<file path="src/rtl/pipe_ctrl_pkg.sv">
// pipe_ctrl_pkg: shared types for the pipeline stall/flush scheduler.
//   pipe_ctrl_state_e  - scheduler state (RUN, PEND, RECOVER)
//   redirect_kind_e    - what caused a redirect (branch mispredict or exception/eret)
//   pending_redirect_t - a held redirect {valid, kind, target}
//   merge_redirect()   - priority merge of a held redirect with this cycle's events
package pipe_ctrl_pkg;

  typedef enum logic [1:0] {
    RUN,
    PEND,
    RECOVER
  } pipe_ctrl_state_e;

  typedef enum logic {
    RK_BP,
    RK_EXC
  } redirect_kind_e;

  typedef struct packed {
    logic           valid;
    redirect_kind_e kind;
    logic [31:0]    target;
  } pending_redirect_t;

  // Exceptions always win; a new mispredict only lands in an empty slot,
  // so the older branch is kept and a held exception is never displaced.
  function automatic pending_redirect_t merge_redirect(
    input pending_redirect_t held,
    input logic              exc,
    input logic [31:0]       exc_target,
    input logic              bp,
    input logic [31:0]       bp_target
  );
    pending_redirect_t r;
    r = held;
    if (exc) begin
      r.valid  = 1'b1;
      r.kind   = RK_EXC;
      r.target = exc_target;
    end else if (bp && !held.valid) begin
      r.valid  = 1'b1;
      r.kind   = RK_BP;
      r.target = bp_target;
    end
    return r;
  endfunction

endpackage

</file>
<file path="src/rtl/pipe_ctrl_pending.sv">
// pipe_ctrl_pending: holds the redirect deferred while exec is stalled and
// presents the merge of that held redirect with the current cycle's events.
// Ports:
//   clk, resetn            clock, async active-low reset
//   clear                  drop the held redirect (it is being applied)
//   capture                store the merged redirect
//   exc, exc_target        exception/eret event and its target
//   bp, bp_target          (already qualified) mispredict event and its target
//   merged_kind/target     kind/target of held-merged-with-current redirect
module pipe_ctrl_pending
  import pipe_ctrl_pkg::*;
(
  input  logic           clk,
  input  logic           resetn,
  input  logic           clear,
  input  logic           capture,
  input  logic           exc,
  input  logic [31:0]    exc_target,
  input  logic           bp,
  input  logic [31:0]    bp_target,
  output redirect_kind_e merged_kind,
  output logic [31:0]    merged_target
);

  pending_redirect_t held;
  pending_redirect_t merged;

  always_comb begin
    merged        = merge_redirect(held, exc, exc_target, bp, bp_target);
    merged_kind   = merged.kind;
    merged_target = merged.target;
  end

  always_ff @(posedge clk or negedge resetn) begin
    if (!resetn) begin
      held <= '0;
    end else if (clear) begin
      held <= '0;
    end else if (capture) begin
      held <= merged;
    end
  end

endmodule

</file>
<file path="src/rtl/pipe_ctrl.sv">
// pipe_ctrl: central stall/flush scheduler for the dual-issue core.
// Ports:
//   clk, resetn                     clock, async active-low reset
//   mem_halt, div_halt              exec stall sources
//   fetch_halt                      issue queue full
//   bp_fail, bp_target              BRU mispredict and not-taken PC
//   cp0_flush, eret, exc_target     commit-time exception/eret and its target
//   fetch_en, issue_en, exec_en     stage advance enables
//   commit_valid                    0 writes a bubble into exec_result
//   flush_front/exec_in/exec_pipe   stage clear strobes
//   redirect_valid, redirect_pc     registered one-cycle redirect to fetch1
//   stall_cycles                    count of exec-stalled cycles (wraps)
module pipe_ctrl
  import pipe_ctrl_pkg::*;
#(
  parameter int unsigned RECOVER_CYCLES = 1,
  parameter int unsigned CNT_W          = 32
) (
  input  logic             clk,
  input  logic             resetn,
  input  logic             mem_halt,
  input  logic             div_halt,
  input  logic             fetch_halt,
  input  logic             bp_fail,
  input  logic [31:0]      bp_target,
  input  logic             cp0_flush,
  input  logic             eret,
  input  logic [31:0]      exc_target,
  output logic             fetch_en,
  output logic             issue_en,
  output logic             exec_en,
  output logic             commit_valid,
  output logic             flush_front,
  output logic             flush_exec_in,
  output logic             flush_exec_pipe,
  output logic             redirect_valid,
  output logic [31:0]      redirect_pc,
  output logic [CNT_W-1:0] stall_cycles
);

  localparam int unsigned RC_W = (RECOVER_CYCLES > 0) ? $clog2(RECOVER_CYCLES + 1) : 1;
  localparam logic [RC_W-1:0] RC_LOAD = RC_W'(RECOVER_CYCLES);

  pipe_ctrl_state_e state, state_next;
  logic [RC_W-1:0]  rc_cnt;
  logic             stall, exc, bp_eff, evt;
  logic             apply, capture;
  redirect_kind_e   merged_kind;
  logic [31:0]      merged_target;

  assign stall  = mem_halt | div_halt;
  assign exc    = cp0_flush | eret;
  // Mispredicts are from the squashed path while recovering, so drop them.
  assign bp_eff = bp_fail & (state != RECOVER);
  assign evt    = exc | bp_eff;

  pipe_ctrl_pending u_pending (
    .clk           (clk),
    .resetn        (resetn),
    .clear         (apply),
    .capture       (capture),
    .exc           (exc),
    .exc_target    (exc_target),
    .bp            (bp_eff),
    .bp_target     (bp_target),
    .merged_kind   (merged_kind),
    .merged_target (merged_target)
  );

  always_comb begin
    state_next      = state;
    fetch_en        = ~fetch_halt;
    issue_en        = 1'b1;
    exec_en         = 1'b1;
    commit_valid    = 1'b1;
    flush_front     = 1'b0;
    flush_exec_in   = 1'b0;
    flush_exec_pipe = 1'b0;
    apply           = 1'b0;
    capture         = 1'b0;

    case (state)
      RUN, RECOVER: begin
        if (state == RECOVER) begin
          issue_en     = 1'b0;
          fetch_en     = 1'b1;
          exec_en      = ~stall;
          commit_valid = ~stall;
          if (rc_cnt == RC_W'(1)) begin
            state_next = RUN;
          end
        end else if (stall) begin
          issue_en     = 1'b0;
          exec_en      = 1'b0;
          commit_valid = 1'b0;
        end
        if (evt) begin
          if (stall) begin
            // Front end can be dropped now; exec must drain before redirecting.
            fetch_en     = ~fetch_halt;
            issue_en     = 1'b0;
            exec_en      = 1'b0;
            commit_valid = 1'b0;
            flush_front  = 1'b1;
            capture      = 1'b1;
            state_next   = PEND;
          end else begin
            apply = 1'b1;
          end
        end
      end
      PEND: begin
        if (stall) begin
          issue_en     = 1'b0;
          exec_en      = 1'b0;
          commit_valid = 1'b0;
          capture      = 1'b1;
        end else begin
          apply = 1'b1;
        end
      end
      default: state_next = RUN;
    endcase

    if (apply) begin
      fetch_en        = ~fetch_halt;
      issue_en        = 1'b1;
      exec_en         = 1'b1;
      commit_valid    = 1'b0;
      flush_front     = 1'b1;
      flush_exec_in   = 1'b1;
      flush_exec_pipe = (merged_kind == RK_EXC);
      state_next      = (RECOVER_CYCLES > 0) ? RECOVER : RUN;
    end
  end

  always_ff @(posedge clk or negedge resetn) begin
    if (!resetn) begin
      state          <= RUN;
      rc_cnt         <= '0;
      redirect_valid <= 1'b0;
      redirect_pc    <= '0;
      stall_cycles   <= '0;
    end else begin
      state          <= state_next;
      redirect_valid <= apply;
      stall_cycles   <= stall_cycles + CNT_W'(stall);
      if (apply) begin
        redirect_pc <= merged_target;
        rc_cnt      <= RC_LOAD;
      end else if (state == RECOVER && rc_cnt != '0) begin
        rc_cnt <= rc_cnt - RC_W'(1);
      end
    end
  end

endmodule

</file>
<file path="config.mk">
export PLATFORM = sky130hd
export DESIGN_NAME = pipe_ctrl
export DESIGN_NICKNAME = d
export VERILOG_FILES = /design/src/rtl/pipe_ctrl_pkg.sv /design/src/rtl/pipe_ctrl_pending.sv /design/src/rtl/pipe_ctrl.sv
export SDC_FILE = /design/constraint.sdc
export NUM_CORES = 1
export LEC_CHECK = 0
export CORE_MARGIN = 1.5
export CORE_UTILIZATION = 49
export DETAILED_ROUTE_END_ITERATION = 7
export PLACE_DENSITY = 0.81
export SKIP_CTS_REPAIR_TIMING = 1
export SLEW_MARGIN = 30
export SYNTH_ARGS = -nofsm -noshare
export SYNTH_HDL_FRONTEND = slang
export SYNTH_HIERARCHICAL = 1
export SYNTH_SLANG_ARGS = --single-unit
</file>
<file path="constraint.sdc">
create_clock -name clk -period 2.42 [get_ports clk]
set_clock_uncertainty 0.15 [all_clocks]
set_input_delay 0.242 -clock clk [delete_from_list [all_inputs] [get_ports clk]]
set_output_delay 0.242 -clock clk [all_outputs]
set_load 0.05 [all_outputs]
</file>
## Yosys cells after proc, flatten, opt, wreduce, memory -nomap -nowiden

Cells that the tools add are included.

- Add/sub/neg operators: 2
- Bitwise operators: 6
- Multiplexer cells: 38
- Equality and inequality tests: 4
- Reduce and logical (&&, ||, !) cells: 9

Operators with widths:

| kind | number |
|---|---|
| 34-bit 2-to-1 mux | 4 |
| 32-bit by 1-bit adder with 32-bit output | 1 |
| 1-bit 2-to-1 mux | 24 |
| 2-bit 2-to-1 mux | 5 |
| 1-bit one-hot mux with 2 select lines | 4 |
| 2-bit inequality test (second input constant) | 2 |
| 2-bit one-hot mux with 2 select lines | 1 |
| 2-bit nonzero test | 2 |
| 1-bit bitwise OR | 3 |
| 3-bit nonzero test | 1 |
| 2-bit by 1-bit == test with 1-bit output (second input constant) | 1 |
| 2-bit == test (second input constant) | 1 |
| 1-bit logical AND | 2 |
| 2-bit logical NOT | 1 |
| 1-bit inverter | 2 |
| 2-bit AND reduction | 1 |
| 2-bit OR reduction | 1 |
| 1-bit bitwise AND | 1 |
| 1-bit logical NOT | 1 |
| 1-bit subtractor (second input constant) | 1 |

- Register bits: 102
- Output and inout port bits: 72
- Input bits: 72

## Longest topological paths before layout

Gate-level depths: netlist (run 1).

- Word-level depth: 7
- Gate-level depth with buffers: 8

## Modules after synthesis

The synthesis (run 1) kept the hierarchy.

Modules (own cells, without submodules):

| module | instances | cells an instance | seq. area each (µm²) | area an instance (µm²) |
|---|---|---|---|---|
| pipe_ctrl | 1 | 221 | 1,701.6 | 2,884.0 |
| pipe_ctrl_pending | 1 | 300 | 850.8 | 2,544.9 |

## Worst setup path after synthesis (run 1)

No wires, ideal clock.

- Path type: reg-to-reg
- Start point: reg state[0]
- End point: reg u_pending/held[0] (netlist bit)
- Data required time: 2.144 ns
- Path slack: 0.136 ns
- Stages on the path, launching flop included: 9
- Path buffers: 3
- Library setup time: 0.126 ns
- Data arrival time: 2.008 ns
- Path through: dfrtp_1 nor2_1 o22a_1 nor2_4 buf_4 buf_2 clkbuf_1 a21oi_1 a221o_1

- Cells in the longest elaborated chain, start to end: 7

Ends and longest elaborated chain:

| item | RTL line | source |
|---|---|---|
| start, declared | pipe_ctrl.sv:44 | `pipe_ctrl_state_e state, state_next;` |
| start signal, assigned | pipe_ctrl.sv:145 | `state <= state_next;` |
| 2-bit inequality test | pipe_ctrl.sv:54 | `assign bp_eff = bp_fail & (state != RECOVER);` |
| 1-bit bitwise AND | pipe_ctrl.sv:54 |  |
| 1-bit logical AND | pipe_ctrl_pkg.sv:40 | `end else if (bp && !held.valid) begin` |
| 34-bit 2-to-1 mux | pipe_ctrl_pkg.sv:40 |  |
| 34-bit 2-to-1 mux | pipe_ctrl_pkg.sv:36 | `if (exc) begin` |
| 34-bit 2-to-1 mux | pipe_ctrl_pending.sv:39 | `end else if (capture) begin` |
| 34-bit 2-to-1 mux | pipe_ctrl_pending.sv:37 | `end else if (clear) begin` |
| end signal, assigned | pipe_ctrl_pending.sv:40 | `held <= merged;` |
| end, declared | pipe_ctrl_pending.sv:25 | `pending_redirect_t held;` |

Several ways; a longest one is shown, not always the timed one. The select of a mux whose other input is x is not followed.
A chain may end at the register's enable or synchronous reset.

## Final worst setup path (run 1)

- Start point: in div_halt
- End point: out flush_exec_pipe

- Cells in the longest elaborated chain, start to end: 5

Ends and longest elaborated chain:

| item | RTL line | source |
|---|---|---|
| start, declared | pipe_ctrl.sv:22 | `input logic div_halt,` |
| 1-bit bitwise OR (*) | pipe_ctrl.sv:51 | `assign stall = mem_halt \| div_halt;` |
| 1-bit 2-to-1 mux (*) | pipe_ctrl.sv:98, pipe_ctrl.sv:113 |  |
| 1-bit 2-to-1 mux | pipe_ctrl.sv:97 | `if (evt) begin` |
| 1-bit one-hot mux with 2 select lines (*) | pipe_ctrl.sv:82 | `case (state)` |
| 1-bit 2-to-1 mux (*) | pipe_ctrl.sv:125 | `if (apply) begin` |
| end, declared | pipe_ctrl.sv:35 | `output logic flush_exec_pipe,` |

Mark *: on every way between the ends. The rest lies on a longest branch, timed or not.

==> summary.md, run 1 <==
| Metric | Value |
|---|---|
| Die X | `108.3 microns` |
| Combinational power share | `around two fifths` |
| Clock Path Buffers | `2` |
| Total iterations of the first detailed-routing run | `5` |
| Number of synthesized register bits | `about 100` |
| Worst slew pin tran | `855.0 ps` |
| R2R Setup Slk | `130 ps` |
| Final max-slew violation count | `0` |
| Share of power burned in registers | `39.4%` |
| Clock latency on the worst-skew pair | `about 360 ps` |
| Total CTS buffers | `9` |
| Hold Path Class | `input port to async pin` |
| Tmin final | `between 2000 and 2500 ps` |
| P_leak | `0.003345 uW` |
| P&R area growth vs syn | `35.24%` |
| Vias post-DR | `between 4,000 and 5,000` |
| TritonCTS sink count | `about 100` |
| Worst r2r path cells | `6` |
| Pre-CTS WS | `-157.4 ps` |
| Ratio of cells with drive above 1 in the final layout | `around an eighth` |
| Top Ports | `144` |
| Syn_nets | `slightly below 600` |
| Max IR drop VDD | `between 700 and 800 uV` |
| Final ANT Viol Nets | `0` |
| Row cnt | `38` |
| Initial Utilization | `between 50% and 60%` |
| Crit Path Class | `input port to output port` |
| Design internal power | `~3600 uW` |
| FF-to-FF End | `u_pending/held[9]` |
| # diodes | `0` |
| Root buf cell | `clkbuf_8` |
| Nets | `~730` |
| YS warnings | `6` |
| Switching power | `2263 uW` |
| Max Cap Viol | `0` |
| Relative slew margins | `between 40% and 50%` |
| Cells after Synth | `521` |
| Vias/cell | `between 5 and 6` |
| Max Fclk | `~430 MHz` |
| Initial antenna violation count | `0` |
| Die Ht | `108.3 microns` |
| Min Hold Slack | `310.1 ps` |
| Critical Path RT | `2030 ps` |
| DP HPWL | `9.582 mm` |
| Sequential area share after synthesis | `about 47%` |
| Mapped Area | `about 5400 sq um` |
| Number of port buffers | `between 100 and 150` |
| Placeable Area | `10,840 sq um` |
| Clock Power Share | `~20%` |
| Starting DRT DRC Count | `just under 300` |
| First-pass GRT wire length | `between 20 and 25 mm` |
| Total wire length | `between 10 and 15 mm` |
| Gr usage total | `roughly a quarter` |
| Grt ovf | `0` |
| Setup crit start kind | `input port` |
| Routed len/inst | `~17 microns` |
| Unrepaired setup endpoints after global routing | `false` |
| Final setup fails | `0` |
| Worst EP arrival | `1940 ps` |
| Syn avg cell area | `10.42 sq um` |
| GPL Wtd Cong | `between 0.8 and 0.9` |
| CTS tree | `built` |
| Final Hold Fails | `0` |
| Final std cells w/o fill | `roughly 800` |
| Worst r2r src | `state[0]` |
| Min setup slack post-route | `84.31 ps` |
| Full die area | `11,720 sq um` |
| Type of destination of the critical path | `output port` |
| Final cycle utilization of the critical path | `between 90% and 100%` |
| H-tree level count | `3` |
| Number of global-route vias before repair | `4,607` |
| Crit path max fanout | `28` |
| Switching Share | `between 30 and 40%` |
| Outcome | `finished, final reports clean` |
| PwrDens | `799.1 nW/um^2` |
| Drc violations | `0` |
| Ys flop type | `dfrtp_1` |
| Asr flop ratio synth | `between 90% and 100%` |
| Synth cell types | `39` |
| CTS clk-pin slew, worst paths | `90 ps` |
| Count of flip-flops with a built-in enable after synthesis | `0` |
| Largest net degree at the start of global routing | `just over 100` |
| Placed Cells | `~790` |
state kept, by name, indices dropped and copies added (netlist names):
| signal | cells |
|---|---|
| rc_cnt | 1 |
| redirect_valid | 1 |
| stall_cycles | 32 |
| state | 2 |
| redirect_pc | 32 |
| u_pending/held | 34 |
logic make-up after synthesis:
kind of cell             Yosys count  synth area share [%]
multiplexers                      65                 12.72
adder cells (fa/ha/maj)            2                0.4609
buffers and inverters             45                 4.724
XOR/XNOR                          30                 4.840
flip-flops                       102                 47.02
AND/OR/NAND/NOR                  172                 17.35
AO/OA/AOI/OAI                    105                 12.88
routing by layer:
layer  up-vias  GRT usage (%)  routed length [microns]
met2       161          41.27                     6916
met5         -              0                        0
met1      2293          32.49                     5818
met3        19          4.521                      818
li1       2150              -                        -
met4         0          8.083                      185
metrics by stage:
step                      area (sq um)  util (%)  setup TNS [ps]  total power [uW]
after CTS                         7316     67.49               0              5890
after global placement            7098     65.48               0              4642
after floorplan                   5429         -               0              3831
after global routing              7342     67.73               0              6152
after detailed placement          7098     65.48          -686.6              4727
final                             7342     67.73               0              5867
power groups by stage:
stage                     Clock, uW  Combinational, uW  Sequential [uW]
after CTS                      1180               2400             2310
after floorplan                   0                800             3030
after global routing           1260               2530             2350
after detailed placement          0               2390             2340
after global placement            0               2320             2320
final                          1160               2390             2310
critical path: stages:
cell and delay, ps:
clkdlybuf4s50_1 400, nor2_1 160, inv_1 120, buf_4 170, nor2_4 140, buf_4 180, buf_12 190, and2_1 190
buf_12 150
worst max path at each step:
| stage | end | from |
|---|---|---|
| final | flush_exec_pipe | div_halt |
| after global routing | flush_exec_pipe | div_halt |
| after CTS | flush_exec_pipe | state[0] |
| after detailed placement | stall_cycles[26] | div_halt |
| after global placement | stall_cycles[24] | div_halt |
| after floorplan | u_pending/held[0] | state[0] |
layout by cell type (no fill, tap or decap), types with 2 or more instances in the layout:
| cell type | n |
|---|---|
| o22ai_1 | 2 |
| a21oi_1 | 33 |
| mux2_2 | 30 |
| nor3_1 | 6 |
| inv_1 | 5 |
| clkdlybuf4s50_1 | 135 |
| a221o_1 | 32 |
| clkbuf_8 | 12 |
| nor4_1 | 9 |
| mux2_1 | 2 |
| buf_12 | 12 |
| and4_1 | 2 |
| ha_1 | 2 |
| o21ai_0 | 33 |
| nand3_1 | 44 |
| nor2_4 | 2 |
| nor2_1 | 9 |
| nand2b_1 | 34 |
| xnor2_1 | 11 |
| nand2_1 | 45 |
| buf_4 | 16 |
| and2_1 | 2 |
| dfrtp_1 | 101 |
| a21o_1 | 2 |
| xor2_1 | 19 |
| nand4_1 | 2 |
| mux2i_1 | 33 |
| and3_1 | 7 |
layout make-up:
class	instances	area [sq um]
Sequential cell	102	2554
Fill cell	848	3498
Clock inverter	4	52.55
Timing Repair Buffer	165	1733
Inverter	6	22.52
Multi-Input combinational cell	374	2640
Tap cell	140	175.2
Clock buffer	12	165.2
cells in the mapped netlist, types with 9 or more instances:
library cell  count  area (sq um)
nand2_1          45         168.9
buf_2            16         80.08
xor2_1           19         166.4
xnor2_1          11         96.34
a221o_1          32         320.3
dfrtp_1         102          2552
nor4_1            9         56.30
clkbuf_1         11         41.29
o21ai_0          33         165.2
nor2_1           10         37.54
mux2_2           30         337.8
a21oi_1          34         170.2
nand3_1          44         220.2
nand2b_1         35         219.0
mux2i_1          33         330.3
Note: power is estimated with default switching activity, not from simulation.
==> run 2, diff against run 1 <==
--- a/config.mk
+++ b/config.mk
@@ -6,9 +6,10 @@
 export NUM_CORES = 1
 export LEC_CHECK = 0
 export CORE_MARGIN = 1.5
-export CORE_UTILIZATION = 49
+export CORE_UTILIZATION = 45
+export CTS_CLUSTER_DIAMETER = 40
 export DETAILED_ROUTE_END_ITERATION = 7
-export PLACE_DENSITY = 0.81
+export PLACE_DENSITY_LB_ADDON = 0.05
 export SKIP_CTS_REPAIR_TIMING = 1
 export SLEW_MARGIN = 30
 export SYNTH_ARGS = -nofsm -noshare
==> summary.md, run 2 (synthesized netlist as in run 1, its figures left out) <==
| Metric | Value |
|---|---|
| Largest registers | `u_pending/held x34, redirect_pc x32, stall_cycles x32` |
| CTS tree | `built` |
| Buffers & Inverters on Critical Path | `3 (-3)` |
| Die Ht | `112.8 microns (+4.2%)` |
| Min Hold Slack | `213.7 ps (-96.43 ps)` |
| Full die area | `12,730 sq um (+8.6%)` |
| Fillers | `987 (+16%)` |
| Type of destination of the critical path | `output port` |
| Max Fclk | `432.5 MHz (+1.0%)` |
| Total wire length | `13.70 mm (-0.25%)` |
| Nets | `737 (+0.68%)` |
| Crit path max fanout | `22 (-21%)` |
| Total CTS buffers | `9 (unchanged)` |
| Number of port buffers | `143 (unchanged)` |
| Final ANT Viol Nets | `0 (unchanged)` |
| PwrDens | `837.2 nW/um^2 (+4.8%)` |
| Final cycle utilization of the critical path | `95.54% (-0.98 points)` |
| Most common cell after layout, fill and taps aside | `clkdlybuf4s50_1` |
| Relative slew margins | `53.81% (+11 points)` |
| CP cell instances | `o22a_1 -> nor2_4 -> buf_8 -> buf_8 -> a21oi_1 -> buf_4` |
| Max Cap Viol | `0 (unchanged)` |
| Top Ports | `144 (unchanged)` |
| Tmin final | `2312 ps (-23.73 ps)` |
| Crit Path Class | `flip-flop to output port` |
| Routed len/inst | `16.90 microns (-1.2%)` |
| # diodes | `0 (unchanged)` |
| Final setup fails | `0 (unchanged)` |
| CTS clk-pin slew, worst paths | `80 ps (about the same)` |
| Row cnt | `39 (+2.6%)` |
| Vias post-DR | `4,559 (-1.4%)` |
| Root buf cell | `clkbuf_16` |
| Number of flip-flops in the largest register | `34 (unchanged)` |
| Pre-CTS WS | `-224.6 ps (-67.19 ps)` |
| Initial Utilization | `46.75% (-3.3 points)` |
| Min setup slack post-route | `108.0 ps (+23.73 ps)` |
| Largest stage delay, worst path | `440 ps (+40 ps)` |
| Final Hold Fails | `0 (unchanged)` |
| Util after Layout | `64.45% (-3.3 points)` |
| Grt ovf | `0 (unchanged)` |
| Total iterations of the first detailed-routing run | `6 (+1)` |
| Outcome | `finished, final reports clean` |
| Slowest cell on crit path | `dfrtp_2` |
| Hold Path Class | `input port to async pin` |
| Final max-slew violation count | `0 (unchanged)` |
| Clock latency on the worst-skew pair | `360 ps (about the same)` |
| Setup crit start kind | `flip-flop` |
| Setup TNS | `0 ps (unchanged)` |
| Number of global-route vias before repair | `4,503 (-2.3%)` |
| Critical Path RT | `2030 ps (about the same)` |
| Die X | `112.8 microns (+4.2%)` |
| Placeable Area | `11,610 sq um (+7.1%)` |
| Family with the most delay on the worst path | `buffers and inverters` |
| GPL Wtd Cong | `0.7990 (-5.6%)` |
| Biggest register | `u_pending/held` |
| Max IR drop VDD | `757.1 uV (-2.4%)` |
| P&R area growth vs syn | `37.87%` |
| Starting DRT DRC Count | `300 (+1.4%)` |
| Unrepaired setup endpoints after global routing | `false` |
| Largest net degree at the start of global routing | `53 (-49%)` |
| Worst EP arrival | `1920 ps (-20 ps)` |
| Ratio of cells with drive above 1 in the final layout | `14.07% (+0.80 points)` |
| Most frequent cells in the layout | `clkdlybuf4s50_1, dfrtp_1, nand2_1` |
| H-tree level count | `3 (unchanged)` |
| Worst slew pin tran | `692.1 ps (-162.9 ps)` |
| Vias/cell | `5.621 (-2.4%)` |
| CP most frequent cell | `buf_8` |
| Clock Path Buffers | `2 (unchanged)` |
| Initial antenna violation count | `0 (unchanged)` |
| DP HPWL | `9.391 mm (-2.0%)` |
| P_leak | `0.003409 uW (+1.9%)` |
| TritonCTS sink count | `102 (unchanged)` |
| Gr usage total | `22.19% (-2.5 points)` |
| First-pass GRT wire length | `22.69 mm (-1.3%)` |
| Drc violations | `0 (unchanged)` |
run 2: worst reg2reg max path: cells and delay by family, from the launching register on:
family                 cells  cell delay [ps]
buffers and inverters      3              430
AO/OA/AOI/OAI              1              140
AND/OR/NAND/NOR            3              440
flip-flops                 1              440
multiplexers               2              520
run 2: layout make-up:
class,instances,area [sq um],share of cell area [%]
flip-flops and latches,102,2554,34.12
clock buffers,10,239.0,3.193
repair buffers,170,1760,23.52
clock inverters,6,85.08,1.137
well taps,143,178.9,2.391
inverters,6,22.52,0.3009
multi-input cells,374,2645,35.34
run 2: where the power goes:
group | switching [uW] | total, uW | internal [uW]
Combinational | 1390 | 2390 | 995
Clock | 646 | 1580 | 931
Sequential | 256 | 2300 | 2050
run 2: path summary, 6_finish.rpt:
path                       startpoint                  to  slack [ps]  cells after the start
setup / recovery             state[0]        commit_valid         110                      6
hold / removal                 resetn  u_pending/held[18]         210                      2
setup reg to reg             state[0]     redirect_pc[21]         180                      9
hold reg to reg                rc_cnt            state[1]         310                      1
max in group asynchronous      resetn            state[0]        1250                      3
min in group clk               rc_cnt            state[1]         310                      1
run 2: per-stage QoR:
step | power [uW] | instances | cell area [sq um]
after global placement | 4657 | 791 | 7087
after global routing | 6560 | 811 | 7485
after floorplan | 3831 | 521 | 5429
final | 6266 | 811 | 7485
after CTS | 6303 | 807 | 7411
after detailed placement | 4705 | 791 | 7087
run 2: layer usage:
metal | up-vias | global-route usage [%] | wire (microns)
li1 | 2160 | - | -
met1 | 2252 | 29.82 | 6293
met2 | 137 | 35.57 | 6480
met3 | 10 | 6.695 | 818
met4 | 0 | 5.063 | 111
met5 | - | 0 | 0
==> run 3, diff against run 2 <==
--- a/config.mk
+++ b/config.mk
@@ -5,6 +5,7 @@
 export SDC_FILE = /design/constraint.sdc
 export NUM_CORES = 1
 export LEC_CHECK = 0
+export CORE_ASPECT_RATIO = 0.6
 export CORE_MARGIN = 1.5
 export CORE_UTILIZATION = 45
 export CTS_CLUSTER_DIAMETER = 40
==> summary.md, run 3 (synthesized netlist as in run 1, its figures left out) <==
| Metric | Value |
|---|---|
| Outcome | `finished, final reports clean` |
| Tmin final | `2308 ps (-4.195 ps)` |
| CTS clk-pin slew, worst paths | `70 ps (about the same)` |
| Relative slew margins | `56.96% (+3.1 points)` |
| Vias post-DR | `4,541 (-0.39%)` |
| Most frequent cells in the layout | `clkdlybuf4s50_1, dfrtp_1, nand2_1` |
| Final ANT Viol Nets | `0 (unchanged)` |
| Clock latency on the worst-skew pair | `340 ps (-20 ps)` |
| Largest stage delay, worst path | `440 ps (about the same)` |
| Full die area | `12,750 sq um (+0.18%)` |
| Starting DRT DRC Count | `395 (+32%)` |
| Nets | `729 (-1.1%)` |
| Total CTS buffers | `9 (unchanged)` |
| Util after Layout | `64.99% (+0.55 points)` |
| Pre-CTS WS | `-55.82 ps (+168.8 ps)` |
| Largest registers | `u_pending/held x34, redirect_pc x32, stall_cycles x32` |
| Share of power burned in registers | `36.5% (-0.3 points)` |
| Crit path max fanout | `13 (-41%)` |
| Number of port buffers | `143 (unchanged)` |
| GPL Wtd Cong | `0.8216 (+2.8%)` |
| Max IR drop VDD | `821.9 uV (+8.5%)` |
| Clock Path Buffers | `2 (unchanged)` |
| P_leak | `0.003393 uW (-0.47%)` |
| Placed instance area | `7121 sq um (+0.48%)` |
| Type of destination of the critical path | `output port` |
| CP most frequent cell | `buf_12` |
| Total iterations of the first detailed-routing run | `5 (-1)` |
| CTS tree | `built` |
| Top Ports | `144 (unchanged)` |
| First-pass GRT wire length | `22.40 mm (-1.3%)` |
| # diodes | `0 (unchanged)` |
| CP cell instances | `nand2b_1 -> and2_2 -> nand2b_4 -> buf_12 -> a21o_1 -> and2_1 -> buf_12` |
| Gr usage total | `22.97% (+0.78 points)` |
| Placeable Area | `11,520 sq um (-0.77%)` |
| Final max-slew violation count | `0 (unchanged)` |
| Final std cells w/o fill | `820 (+1.1%)` |
| Critical Path RT | `2030 ps (about the same)` |
| Combinational power share | `37.4% (-0.7 points)` |
| Clock Power Share | `26.0% (+0.8 points)` |
| Setup crit start kind | `flip-flop` |
| Crit Path Class | `flip-flop to output port` |
| Max Cap Viol | `0 (unchanged)` |
| Switching power | `2283 uW (-0.40%)` |
| Drc violations | `0 (unchanged)` |
| Placed Cells | `803 (+1.5%)` |
| Worst slew pin tran | `644.9 ps (-47.15 ps)` |
| Row cnt | `30 (-23%)` |
| Die Ht | `88.08 microns (-22%)` |
| Largest net degree at the start of global routing | `101 (+91%)` |
| Grt ovf | `0 (unchanged)` |
| Initial Utilization | `47.11% (+0.37 points)` |
| Grt peak-use layer | `met1` |
| Number of flip-flops in the largest register | `34 (unchanged)` |
| Global Route met2 Usage | `33.25% (-2.3 points)` |
| Ratio of cells with drive above 1 in the final layout | `12.58% (-1.5 points)` |
| Design Area, Final | `7490 sq um (about the same)` |
| M1 GR Usage | `33.92% (+4.1 points)` |
| Initial antenna violation count | `0 (unchanged)` |
| Max Fclk | `433.3 MHz (+0.18%)` |
| Switching Share | `36.05% (-0.52 points)` |
| Vias/cell | `5.538 (-1.5%)` |
| Total wire length | `14.02 mm (+2.3%)` |
| Biggest register | `u_pending/held` |
| Root buf cell | `clkbuf_16` |
| Design internal power | `4049 uW (+1.9%)` |
| PwrDens | `845.4 nW/um^2 (+0.98%)` |
| Hold Path Class | `input port to async pin` |
| Worst EP arrival | `1920 ps (about the same)` |
| Slowest cell on crit path | `dfrtp_2` |
| P&R area growth vs syn | `37.96% (about the same)` |
| Die X | `144.8 microns (+28%)` |
| Most common cell after layout, fill and taps aside | `clkdlybuf4s50_1` |
| TritonCTS sink count | `102 (unchanged)` |
| Number of global-route vias before repair | `4,350 (-3.4%)` |
| H-tree level count | `3 (unchanged)` |
| Global routing met3 resource utilization | `5.905% (-0.79 points)` |
| Routed len/inst | `17.09 microns (+1.2%)` |
| Min setup slack post-route | `112.2 ps (+4.195 ps)` |
| DP HPWL | `9.720 mm (+3.5%)` |
| Final cycle utilization of the critical path | `95.36% (-0.17 points)` |
| Final setup fails | `0 (unchanged)` |
| Final Hold Fails | `0 (unchanged)` |
[run 3: cell types whose count changed in the layout (fill, tap and decap cells not counted), moves of 2 or more]
cell	change
buf_8	-2
buf_12	+4
clkinv_2	-2
buf_4	-9
clkbuf_1	+2
[run 3: area by class of cell]
cell class / count / area (sq um)
Inverter: 6 / 22.52
Sequential cell: 102 / 2554
Clock inverter: 5 / 106.4
Fill cell: 907 / 4034
Multi-Input combinational cell: 374 / 2643
Clock buffer: 11 / 232.7
Timing Repair Buffer: 162 / 1732
Tap cell: 160 / 200.2
[run 3: path summary, 6_finish.rpt]
check | startpoint | endpoint | cells after the start | slack, ps
worst min-delay path | resetn | redirect_pc[31] | 2 | 270
max in group asynchronous | resetn | stall_cycles[11] | 3 | 1110
min in group clk | rc_cnt | state[1] | 1 | 320
worst max-delay path | state[0] | flush_exec_pipe | 7 | 110
worst min register to register | rc_cnt | state[1] | 1 | 320
worst max register to register | state[0] | u_pending/held[15] | 6 | 230
[run 3: stage by stage]
| stage | power, uW | TNS [ps] | hold WS (ps) |
|---|---|---|---|
| 3_3_place_gp | 4660 | 0 | 133.8 |
| 6_report | 6332 | 0 | 269.7 |
| 4_1_cts | 6379 | -57.26 | -238.0 |
| 3_5_place_dp | 4711 | -55.82 | 133.2 |
| 5_1_grt | 6634 | -0.2360 | 328.3 |
| 2_1_floorplan | 3831 | 0 | -203.6 |
[run 3: layer usage]
metal / share of wire [%] / wire length, microns
met1: 49 / 6839
met2: 43 / 5994
met3: 7.3 / 1020
met4: 1.1 / 161
met5: 0 / 0
[run 3: critical path, delay by kind of cell (launching register included)]
kind / cells / cell delay (ps)
and+or+nand+nor: 4 / 690
buffers and inverters: 2 / 320
DFF: 1 / 440
AOI/OAI and AO/OA: 1 / 120
[run 3: power groups by stage]
stage                     clock, uW  combinational [uW]  sequential (uW)
after floorplan                   0                 800             3030
after global placement            0                2340             2320
after detailed placement          0                2370             2340
after CTS                      1690                2380             2320
after global routing           1750                2510             2370
final                          1650                2370             2310
